--- config.mk ---
export PLATFORM = sky130hd
export DESIGN_NAME = alu_shift_mul
export DESIGN_NICKNAME = d
export VERILOG_FILES = /design/src/rtl/alu_shift_mul.sv
export SDC_FILE = /design/constraint.sdc
export NUM_CORES = 1
export LEC_CHECK = 0
export CORE_AREA = 5 5 278 280
export CTS_CLUSTER_DIAMETER = 120
export DETAILED_ROUTE_END_ITERATION = 16
export DIE_AREA = 0 0 283 285
export DONT_BUFFER_PORTS = 1
export PLACE_DENSITY_LB_ADDON = 0.15
export SLEW_MARGIN = 25
export SYNTH_ARGS = -nofsm -noshare
export SYNTH_HDL_FRONTEND = slang
export SYNTH_SLANG_ARGS = --single-unit
--- constraint.sdc ---
create_clock -name clk -period 6.1 [get_ports clk]
set_clock_uncertainty 0.2 [all_clocks]
set_input_delay 0.305 -clock clk [delete_from_list [all_inputs] [get_ports clk]]
set_output_delay 0.305 -clock clk [all_outputs]
set_load 0.03 [all_outputs]
--- src/rtl/alu_shift_mul.sv ---
// Execute stage: operand muxes, barrel shifter, 16-op ALU and radix-2 MUL/MLA; F and NZCV are owned here.
// Latency: ALU 1 falling edge, multiply WIDTH edges. Backpressure: start is ignored, not queued, while busy.
module alu_shift_mul #(
    parameter int WIDTH  = 32,
    parameter bit MUL_EN = 1'b1
) (
    input  logic             clk,
    input  logic             Rst,
    input  logic             start,
    input  logic [1:0]       op_mode,
    input  logic [3:0]       ALU_OP,
    input  logic [2:0]       SHIFT_OP,
    input  logic [WIDTH-1:0] Shift_Data,
    input  logic [7:0]       Shift_Num,
    input  logic [WIDTH-1:0] A_New,
    input  logic [WIDTH-1:0] PC,
    input  logic [WIDTH-1:0] Acc,
    input  logic [23:0]      imm24,
    input  logic             ALU_A_s,
    input  logic             ALU_B_s,
    input  logic             S,
    input  logic             LF,
    output logic [WIDTH-1:0] Shift_Out,
    output logic [WIDTH-1:0] F,
    output logic [3:0]       NZCV,
    output logic             busy,
    output logic             done
);

    localparam int CW = $clog2(WIDTH);
    // Rotate amount is n mod WIDTH; for WIDTH > 256 the whole 8-bit amount already is.
    localparam int RW = (CW < 8) ? CW : 8;

    logic [WIDTH-1:0] r_f;
    logic [3:0]       r_nzcv;
    logic             r_busy;
    logic             r_done;
    logic [CW-1:0]    r_cnt;
    logic [WIDTH-1:0] r_mcand;
    logic [WIDTH-1:0] r_mplier;
    logic [WIDTH-1:0] r_prod;
    logic             r_m_s;
    logic             r_m_lf;

    logic                    w_c_in;
    logic                    w_sh_nz;
    logic [WIDTH:0]          w_lsl;
    logic [WIDTH:0]          w_lsr;
    logic signed [WIDTH:0]   w_asr;
    logic [2*WIDTH-1:0]      w_ror2;
    logic [WIDTH-1:0]        w_sh_res;
    logic                    w_sh_c;

    assign w_c_in  = r_nzcv[1];
    assign w_sh_nz = (Shift_Num != 8'd0);
    // The extra bit beside the data catches the last bit shifted out.
    assign w_lsl   = {1'b0, Shift_Data} << Shift_Num;
    assign w_lsr   = {Shift_Data, 1'b0} >> Shift_Num;
    assign w_asr   = $signed({Shift_Data, 1'b0}) >>> Shift_Num;
    assign w_ror2  = {Shift_Data, Shift_Data} >> Shift_Num[RW-1:0];

    always_comb begin
        w_sh_res = Shift_Data;
        w_sh_c   = w_c_in;
        case (SHIFT_OP)
            3'b000: if (w_sh_nz) {w_sh_c, w_sh_res} = w_lsl;
            3'b001: if (w_sh_nz) {w_sh_res, w_sh_c} = w_lsr;
            3'b010: if (w_sh_nz) {w_sh_res, w_sh_c} = w_asr;
            3'b011: if (w_sh_nz) begin
                w_sh_res = w_ror2[WIDTH-1:0];
                w_sh_c   = w_ror2[WIDTH-1];
            end
            3'b100: begin
                w_sh_res = {w_c_in, Shift_Data[WIDTH-1:1]};
                w_sh_c   = Shift_Data[0];
            end
            default: ;
        endcase
    end

    assign Shift_Out = w_sh_res;

    logic [WIDTH-1:0] w_imm;
    logic [WIDTH-1:0] w_a;
    logic [WIDTH-1:0] w_b;

    assign w_imm = WIDTH'({{WIDTH{imm24[23]}}, imm24, 2'b00});
    assign w_a   = ALU_A_s ? PC : A_New;
    assign w_b   = ALU_B_s ? w_imm : w_sh_res;

    logic [WIDTH-1:0] w_x;
    logic [WIDTH-1:0] w_y;
    logic             w_cin;
    logic             w_arith;
    logic [WIDTH:0]   w_sum;
    logic [WIDTH-1:0] w_res;
    logic [3:0]       w_flags;

    // Every subtract is x + ~y + carry, so one adder covers all eight arithmetic ops.
    always_comb begin
        w_x     = w_a;
        w_y     = w_b;
        w_cin   = 1'b0;
        w_arith = 1'b0;
        w_res   = '0;
        case (ALU_OP)
            4'h0: w_res = w_a & w_b;
            4'h1: w_res = w_a ^ w_b;
            4'h2: begin w_y = ~w_b; w_cin = 1'b1; w_arith = 1'b1; end
            4'h3: begin w_x = w_b; w_y = ~w_a; w_cin = 1'b1; w_arith = 1'b1; end
            4'h4: w_arith = 1'b1;
            4'h5: begin w_cin = w_c_in; w_arith = 1'b1; end
            4'h6: begin w_y = ~w_b; w_cin = w_c_in; w_arith = 1'b1; end
            4'h7: begin w_x = w_b; w_y = ~w_a; w_cin = w_c_in; w_arith = 1'b1; end
            4'h8: w_res = w_a & w_b;
            4'h9: w_res = w_a ^ w_b;
            4'hA: begin w_y = ~w_b; w_cin = 1'b1; w_arith = 1'b1; end
            4'hB: w_arith = 1'b1;
            4'hC: w_res = w_a | w_b;
            4'hD: w_res = w_b;
            4'hE: w_res = w_a & ~w_b;
            default: w_res = ~w_b;
        endcase
        w_sum = {1'b0, w_x} + {1'b0, w_y} + {{WIDTH{1'b0}}, w_cin};
        if (w_arith) w_res = w_sum[WIDTH-1:0];
        w_flags[3] = w_res[WIDTH-1];
        w_flags[2] = (w_res == '0);
        w_flags[1] = w_arith ? w_sum[WIDTH] : w_sh_c;
        w_flags[0] = w_arith ? ((w_x[WIDTH-1] == w_y[WIDTH-1]) && (w_sum[WIDTH-1] != w_x[WIDTH-1]))
                             : r_nzcv[0];
    end

    logic             w_is_mul;
    logic [WIDTH-1:0] w_prod_nxt;
    logic             w_last;

    assign w_is_mul   = MUL_EN && ((op_mode == 2'b01) || (op_mode == 2'b10));
    assign w_prod_nxt = r_prod + (r_mplier[0] ? r_mcand : '0);
    assign w_last     = (r_cnt == CW'(WIDTH - 1));

    always_ff @(negedge clk or posedge Rst) begin
        if (Rst) begin
            r_f      <= '0;
            r_nzcv   <= '0;
            r_busy   <= 1'b0;
            r_done   <= 1'b0;
            r_cnt    <= '0;
            r_mcand  <= '0;
            r_mplier <= '0;
            r_prod   <= '0;
            r_m_s    <= 1'b0;
            r_m_lf   <= 1'b0;
        end else begin
            r_done <= 1'b0;
            if (r_busy) begin
                r_prod   <= w_prod_nxt;
                r_mcand  <= r_mcand << 1;
                r_mplier <= r_mplier >> 1;
                r_cnt    <= r_cnt + 1'b1;
                if (w_last) begin
                    r_busy <= 1'b0;
                    r_done <= 1'b1;
                    if (r_m_lf) r_f <= w_prod_nxt;
                    if (r_m_s)  r_nzcv[3:2] <= {w_prod_nxt[WIDTH-1], (w_prod_nxt == '0)};
                end
            end else if (start) begin
                if (w_is_mul) begin
                    r_mcand  <= w_a;
                    r_mplier <= w_b;
                    r_prod   <= (op_mode == 2'b10) ? Acc : '0;
                    r_m_s    <= S;
                    r_m_lf   <= LF;
                    r_cnt    <= '0;
                    r_busy   <= 1'b1;
                end else begin
                    if (LF) r_f <= w_res;
                    if (S)  r_nzcv <= w_flags;
                    r_done <= 1'b1;
                end
            end
        end
    end

    assign F    = r_f;
    assign NZCV = r_nzcv;
    assign busy = r_busy;
    assign done = r_done;

endmodule

# After elaboration in Yosys (flattened, before gate mapping)

Cells that the tools add are included.

Add/sub/neg operators: 4
Eq/ne operators: 31
Shift operators: 4
Multiplexer cells: 54
Bitwise logic cells: 8
Reduce and logical (&&, ||, !) cells: 25

Operators by type and width:

| operator                                             | number |
|---|---|
| 2-to-1 mux 32 bit                                    | 25 |
| case mux 32 bit (6 select lines)                     | 1 |
| case mux 32 bit (5 select lines)                     | 1 |
| bitwise AND 32 bit                                   | 2 |
| logical NOT 32 bit                                   | 2 |
| NOT 32 bit                                           | 2 |
| case mux 32 bit (2 select lines)                     | 1 |
| >> shifter 64 x 5 -> 32 bit                          | 1 |
| adder 32 x 32 -> 33 bit                              | 1 |
| adder 33 x 1 -> 33 bit                               | 1 |
| << shifter 32 x 8 -> 33 bit                          | 1 |
| >> shifter 33 x 8 -> 33 bit                          | 1 |
| >>> shifter 33 x 8 -> 33 bit                         | 1 |
| adder 32 bit                                         | 1 |
| OR 32 bit                                            | 1 |
| XOR 32 bit                                           | 1 |
| equality test 4 bit (second input constant)          | 7 |
| equality test 4 x 3 -> 1 bit (second input constant) | 4 |
| 2-to-1 mux 1 bit                                     | 15 |
| 2-to-1 mux 5 bit                                     | 3 |
| AND reduction 5 bit                                  | 3 |
| 2-to-1 mux 4 bit                                     | 3 |
| inequality test 3 bit (second input constant)        | 4 |
| AND reduction 9 bit                                  | 1 |
| 29 further kinds                                     | 43 |

Register bits: 141
Input bits: 176
Output and inout port bits: 70
Word-level logic and storage cells: 138

# Logic depth before layout (Yosys ltp)

Gate-level depths: netlist (run 1).

Depth in word-level cells: 15
Mapped depth: 29

==> key figures, run 1 <==
Outcome
  – Outcome: complete, but fails checks
  – Failing checks: setup timing

Pwr
  – Logic gate share of total power: 0.632
  – Flop pwr share: 0.233
  – Power Dens Cells: 256 nW/um^2
  – Sw frac: 0.495
  – VDD IR max: 0.179 mV
  – Internal: 4.25 mW
  – Switching power: 4.16 mW
  – Final Power: 8.41 mW
  – Clock share of power: 0.135
  – Lkg Pwr: 14.2 nW

STA
  – Final setup viols: 45
  – Setup TNS Final: -75,070 ps
  – Setup ws final: -2600 ps
  – RSZ-0062 raised after global routing: yes
  – Slew margin rel.: 0.279
  – Worst-Margin Slew: 1080 ps
  – Max Slew Vio Count: 0
  – Hold Violations, Final: 0

Critical path
  – Startpoint types: input pin
  – Crit Path Max Fanout: roughly 150
  – FF-to-FF path depth: 17
  – Crit path capture type: flop
  – Crit-path cells: mux4_2, mux4_2, buf_4, or2_2, a41oi_2, buf_4, mux2i_1, o21ai_0, ha_1, a21o_1, a2111oi_4, a21boi_4, o31ai_4, nor3b_4, or4_4, a31oi_4, o31ai_4, xnor2_1, o211ai_1, nor2_1, a21oi_1, mux2_4
  – Critical path arrival: 5750 ps
  – Highest cell delay on the worst timing path: 580 ps
  – Setup CP Type: input pin to flop
  – Slowest CP cell: mux4_2
  – Reg2reg setup slack: 810 ps
  – Worst reg2reg startpoint: r_mplier[0]
  – CP Launch Point: Shift_Num[0]
  – Worst reg2reg endpoint: NZCV[2]
  – Worst setup endpoint: F[30]
  – CP Data Required Time: 3150 ps

Clock tree
  – Worst-Skew Late Latency: 450 ps
  – Max H-tree Level: 4
  – Sink Count: ~140
  – CTS clk-pin slew, worst paths: 70 ps
  – Hold buffers post-CTS: 0
  – Clk root buf: clkbuf_16
  – CTS tree: yes
  – CTS max path bufs: 2
  – Clock buffer count from CTS: 17

Routing
  – Post-DR vias/cell: roughly 6.4
  – DR pass1 iterations: 8
  – Final wirelength: 165,000 um
  – Final antenna-violating net count: 0
  – Initial DRC count: slightly below 4,000
  – WL/cell: 35.4 um
  – Via Count: 30,000
  – DR DRC count: 0

Placed design
  – Port buffer count: 0
  – Detail Placement HPWL: roughly 130,000 um
  – Cell count after placement: 4,548
  – Placed cell areas: 29,800 um^2
  – Gpl congestion: 1.03

Synth
  – Syn Inst Count: 2,998
  – Area of the mapped netlist: around 23,000 um^2
  – Post-Synth Simple-Gate Area: 0.206
  – Synth Area in Adders: 0.0556
  – Area leader, netlist: dfrtn_1
  – Unique masters post-synth: 98
  – Ys async rst share: 1.00
  – Largest family of logic cells by synthesized area: compound AO/OA/AOI/OAI gates
  – Synth Area per Inst: 7.64 um^2
  – Syn Nets: 3,274
  – Ys Warns: 0
  – EDFF count, synth: 0
  – Synth Area in XOR/XNOR: 0.0214
  – Top cell type's share of synthesized area: 0.154
  – Synth Flop Type: dfrtn_1
  – Dominant cells by area after synthesis: dfrtn_1 15%, mux4_2 8.8%, mux2i_1 7.7%
  – Seq/Total Area, Yosys: 0.154
  – Yosys reg bits: 141
  – Synth Area in Compound Gates: 0.290
  – Multiplexer share of the synthesized area: 0.209

Die
  – Overall die area: 80,700 um^2
  – Row count: 100
  – Die W: 283 um
  – Top Ports: 246
  – Initial core utilization: 0.309
  – Core area: around 74,000 um^2
  – Die Ht: 285 um

GRT
  – First-pass GRT wire length: 227,000 um
  – Largest net degree at the start of global routing: 146
  – Total overflow reported by the global router: 0
  – Initial antenna violation count: 9
  – Vias in the first global route: 28,700
  – All-Layer GR Usage: 0.389

Final layout
  – Final cell count without fillers: 4,671
  – Layout area overhead: 43.7%
  – Most common cell after layout, fill and taps aside: buf_4
  – Most frequent cells in the layout: 864 x buf_4, 271 x nand2_1, 264 x nor2_1
  – Design Area, Final: 32,900 um^2
  – Share of post-route cells with drive strength above 1: 0.388
  – Layout Nets: a little under 4,000

Job
  – Max cap viols: 0

Worst hold path
  – Hold Crit Class: flop to flop
metal layers:
metal,vias to the layer above,global-route usage,part of all wire
met3,373,0.118,0.11
met4,10,0.149,0.053
met2,1882,0.597,0.43
met5,-,0.00952,0.0011
met1,15000,0.513,0.41
li1,12700,-,-
timing repair:
item,4_1_cts,5_1_grt
pin swaps,106,76
resized for setup,246,142
setup buffers,75,35
setup endpoints to repair,48,54
endpoints found under the hold margin,0,0
cell families after synthesis:
| family | count (synthesis) |
|---|---|
| AO/OA/AOI/OAI | 1023 |
| AND/OR/NAND/NOR | 976 |
| multiplexers | 354 |
| buffers and inverters | 348 |
| flip-flops | 141 |
| adder cells (fa/ha/maj) | 100 |
| XOR/XNOR | 56 |
Yosys cell counts, drive strengths merged, types with 59 or more instances:
cell type,instances
a211oi,59
a21oi,253
buf,79
clkbuf,196
dfrtn,141
ha,97
inv,68
mux2,87
mux2i,178
mux4,89
nand2,283
nand3,63
nor2,274
nor3,59
o21ai,264
worst max-delay path, delay by kind of cell:
kind | cells | cell delay [ps]
multiplexers | 4 | 1640
AND/OR/NAND/NOR | 4 | 1070
XOR/XNOR | 1 | 160
buffers and inverters | 2 | 340
AO/OA/AOI/OAI | 10 | 1880
adder cells (fa/ha/maj) | 1 | 210
how the worst min path moves through the flow:
stage,start,to,slack [ps],cells after the start
global route,r_cnt[0],r_cnt[0],260,1
finish,r_mplier[28],r_mplier[27],240,2
detailed placement,r_mplier[15],r_mplier[14],230,2
floorplan,r_mplier[11],r_mplier[10],210,2
CTS,r_mplier[28],r_mplier[27],240,2
global placement,r_mplier[13],r_mplier[12],220,2
sequential cells by signal (all words and copies together) (netlist names):
register	flops
r_m_lf	1
r_mcand	32
r_m_s	1
done	1
busy	1
r_cnt	5
NZCV	4
r_mplier	32
r_prod	32
F	32
power groups by stage:
stage / logic [mW] / clock network (mW) / registers (mW)
floorplan: 2.65 / 0 / 1.81
global placement: 4.54 / 0 / 1.96
detailed placement: 4.57 / 0 / 1.96
CTS: 5.00 / 1.15 / 1.95
global route: 5.64 / 1.18 / 2.00
finish: 5.32 / 1.14 / 1.96
final cells by class:
cell class / instances / area [um^2]
flip-flops and latches: 141 / 3530
well taps: 969 / 1210
repair buffers: 943 / 7560
clock inverters: 15 / 173
clock buffers: 17 / 425
diodes: 4 / 10.0
inverters: 73 / 283
fillers: 7461 / 41300
multi-input cells: 2509 / 19700
metrics by stage:
| stage | hold WS [ps] | worst slack (ps) | utilization |
|---|---|---|---|
| 3_3_place_gp | 224 | -3600 | 0.401 |
| 4_1_cts | 236 | -2420 | 0.432 |
| 2_1_floorplan | 210 | -2900 | - |
| 6_report | 235 | -2600 | 0.444 |
| 3_5_place_dp | 230 | -3550 | 0.401 |
| 5_1_grt | 255 | -2710 | 0.443 |
Power figures use the tool's default switching activity.
==> run 2: changes to the inputs <==
- BUFFER_PORTS_ARGS: default -> -buffer_cell sky130_fd_sc_hd__buf_2
- DONT_BUFFER_PORTS: 1 -> default
==> key figures, run 2 (synthesis gave the netlist of run 1 again) <==
STA
  – Worst-Margin Slew: 867 ps (-212 ps)
  – Slew margin rel.: 0.422 (+0.143)
  – Final setup viols: 54 (+20%)
  – RSZ-0062 raised after global routing: yes
  – Max Slew Vio Count: 0 (unchanged)
  – Hold Violations, Final: 0 (unchanged)
  – Setup ws final: -2870 ps (-267 ps)
  – Setup TNS Final: -81,860 ps (-6790 ps)

Placed design
  – Placed cell areas: 33,200 um^2 (+11%)
  – Pre-CTS setup slack: -3970 ps (-413 ps)
  – Cell count after placement: 5,032 (+11%)
  – Port buffer count: 245 (+245)
  – Gpl congestion: 1.09 (+5.0%)
  – Detail Placement HPWL: 138,000 um (+6.7%)

Die
  – Die W: 283 um (unchanged)
  – Overall die area: 80,700 um^2 (unchanged)
  – Top Ports: 246 (unchanged)
  – Die Ht: 285 um (unchanged)
  – Core area: 74,200 um^2 (unchanged)
  – Initial core utilization: 0.309 (unchanged)
  – Row count: 100 (unchanged)

GRT
  – Vias in the first global route: 31,600 (+10%)
  – Initial antenna violation count: 6 (-3)
  – Largest net degree at the start of global routing: 78 (-47%)
  – First-pass GRT wire length: 234,000 um (+3.0%)
  – All-Layer GR Usage: 0.397 (+0.00798)
  – Total overflow reported by the global router: 0 (unchanged)

Critical path
  – Crit path capture type: flop
  – Highest cell delay on the worst timing path: 620 ps (+40 ps)
  – Worst reg2reg endpoint: NZCV[2]
  – CP delay by family, top: compound AO/OA/AOI/OAI gates
  – Critical path arrival: 6160 ps (+410 ps)
  – CP Data Required Time: 3290 ps (+140 ps)
  – Startpoint types: input pin
  – Crit Path Max Fanout: 7 (-95%)
  – CP Launch Point: Shift_Num[7]
  – Setup CP Type: input pin to flop
  – Worst setup endpoint: NZCV[2]
  – FF-to-FF path depth: 16 (-1)
  – Worst Path Buf+Inv: 7 (+5)
  – Worst reg2reg startpoint: r_mplier[0]
  – Critical path depth: 28 (+27%)
  – Slowest CP cell: o211ai_1
  – Reg2reg setup slack: 660 ps (-150 ps)

Clock tree
  – Sink Count: 141 (unchanged)
  – Max H-tree Level: 4 (unchanged)
  – CTS tree: yes
  – CTS max path bufs: 2 (unchanged)
  – Clock buffer count from CTS: 17 (unchanged)
  – Hold buffers post-CTS: 0 (unchanged)
  – Clk root buf: clkbuf_16
  – CTS clk-pin slew, worst paths: 60 ps (about the same)
  – Worst-Skew Late Latency: 440 ps (about the same)

Job
  – Max cap viols: 0 (unchanged)

Routing
  – DR DRC count: 0 (unchanged)
  – Post-DR vias/cell: 6.21 (-3.4%)
  – Top sig layer: met5
  – Initial DRC count: 4,060 (+3.0%)
  – Via Count: 32,400 (+7.8%)
  – Final wirelength: 169,000 um (+2.3%)
  – Met3 wire length: 18,800 um (+1.6%)
  – Final antenna-violating net count: 0 (unchanged)
  – DRT met1 WL: 69,600 um (+3.4%)
  – DR pass1 iterations: 6 (-2)
  – WL/cell: 32.4 um (-8.2%)
  – WL met2: 70,700 um (+0.31%)

Outcome
  – Outcome: complete, but fails checks
  – Failing checks: setup timing

Final layout
  – Layout Nets: 4,501 (+14%)
  – Most common cell after layout, fill and taps aside: buf_4
  – Share of post-route cells with drive strength above 1: 0.487 (+0.0992)
  – Most frequent cells in the layout: 1,055 x buf_4, 270 x nand2_1, 249 x nor2_1
  – Final cell count without fillers: 5,209 (+12%)
  – Fill cells: 7,187 (-3.7%)
  – Layout area overhead: 65.6%
  – Design Area, Final: 37,900 um^2 (+15%)

Worst hold path
  – Hold Crit Class: flop to flop
  – Hold wc startpoint: r_mplier[5]

Pwr
  – VDD IR max: 0.194 mV (+8.4%)
  – Power Dens Cells: 239 nW/um^2 (-6.4%)
  – Lkg Pwr: 17.1 nW (+20%)
  – Final Power: 9.07 mW (+7.8%)
[run 2: changes by cell type in the layout (fill, tap and decap cells not counted), sizes merged]
cell / change
buf: +534
diode: -2
clkinv: -1
bufbuf: +1
clkbuf: +5
inv: +1
[run 2: report_power, final]
part | total (mW) | internal, mW | switching [mW]
sequential | 1.71 | 1.37 | 0.342
combinational | 6.25 | 2.65 | 3.60
clock | 1.11 | 0.552 | 0.557
total | 9.07 | 4.57 | 4.50
[run 2: timing repair]
item / in CTS / in global routing
gates resized for setup: 392 / 292
pin swaps: 112 / 157
gates cloned: 4 / 2
buffers inserted: 89 / 77
endpoints found under the setup margin: 66 / 62
[run 2: worst min-delay path: cells and delay by family (launching register included)]
family,cells,cell delay (ps)
AOI/OAI and AO/OA,1,60
DFF,1,410
and+or+nand+nor,1,50
[run 2: through the flow]
stage | hold WS (ps) | util
final | 235 | 0.511
after detailed placement | 234 | 0.447
after CTS | 237 | 0.488
after floorplan | 210 | -
after global placement | 220 | 0.447
after global routing | 249 | 0.511
[run 2: worst min path at each step]
stage,slack (ps),endpoint,cells after the start
after global placement,220,r_mplier[30],2
after floorplan,210,r_mplier[10],2
after CTS,240,r_mplier[4],2
after detailed placement,230,r_mplier[17],2
final,230,r_mplier[4],2
after global routing,250,F[18],1
[run 2: cell type report]
cell class              instances  area, um^2  area share
flip-flops and latches        141        3530      0.0930
repair buffers               1483       12000       0.316
clock inverters                15         160     0.00422
inverters                      73         283     0.00745
diodes                          2        5.00    0.000132
clock buffers                  17         425      0.0112
well taps                     969        1210      0.0320
multi-input cells            2509       20300       0.536
[run 2: metal layers]
| metal | track usage | up-vias |
|---|---|---|
| met5 | 0 | - |
| met4 | 0.176 | 4 |
| met3 | 0.103 | 478 |
| met2 | 0.600 | 2116 |
| met1 | 0.534 | 15900 |
| li1 | - | 13800 |
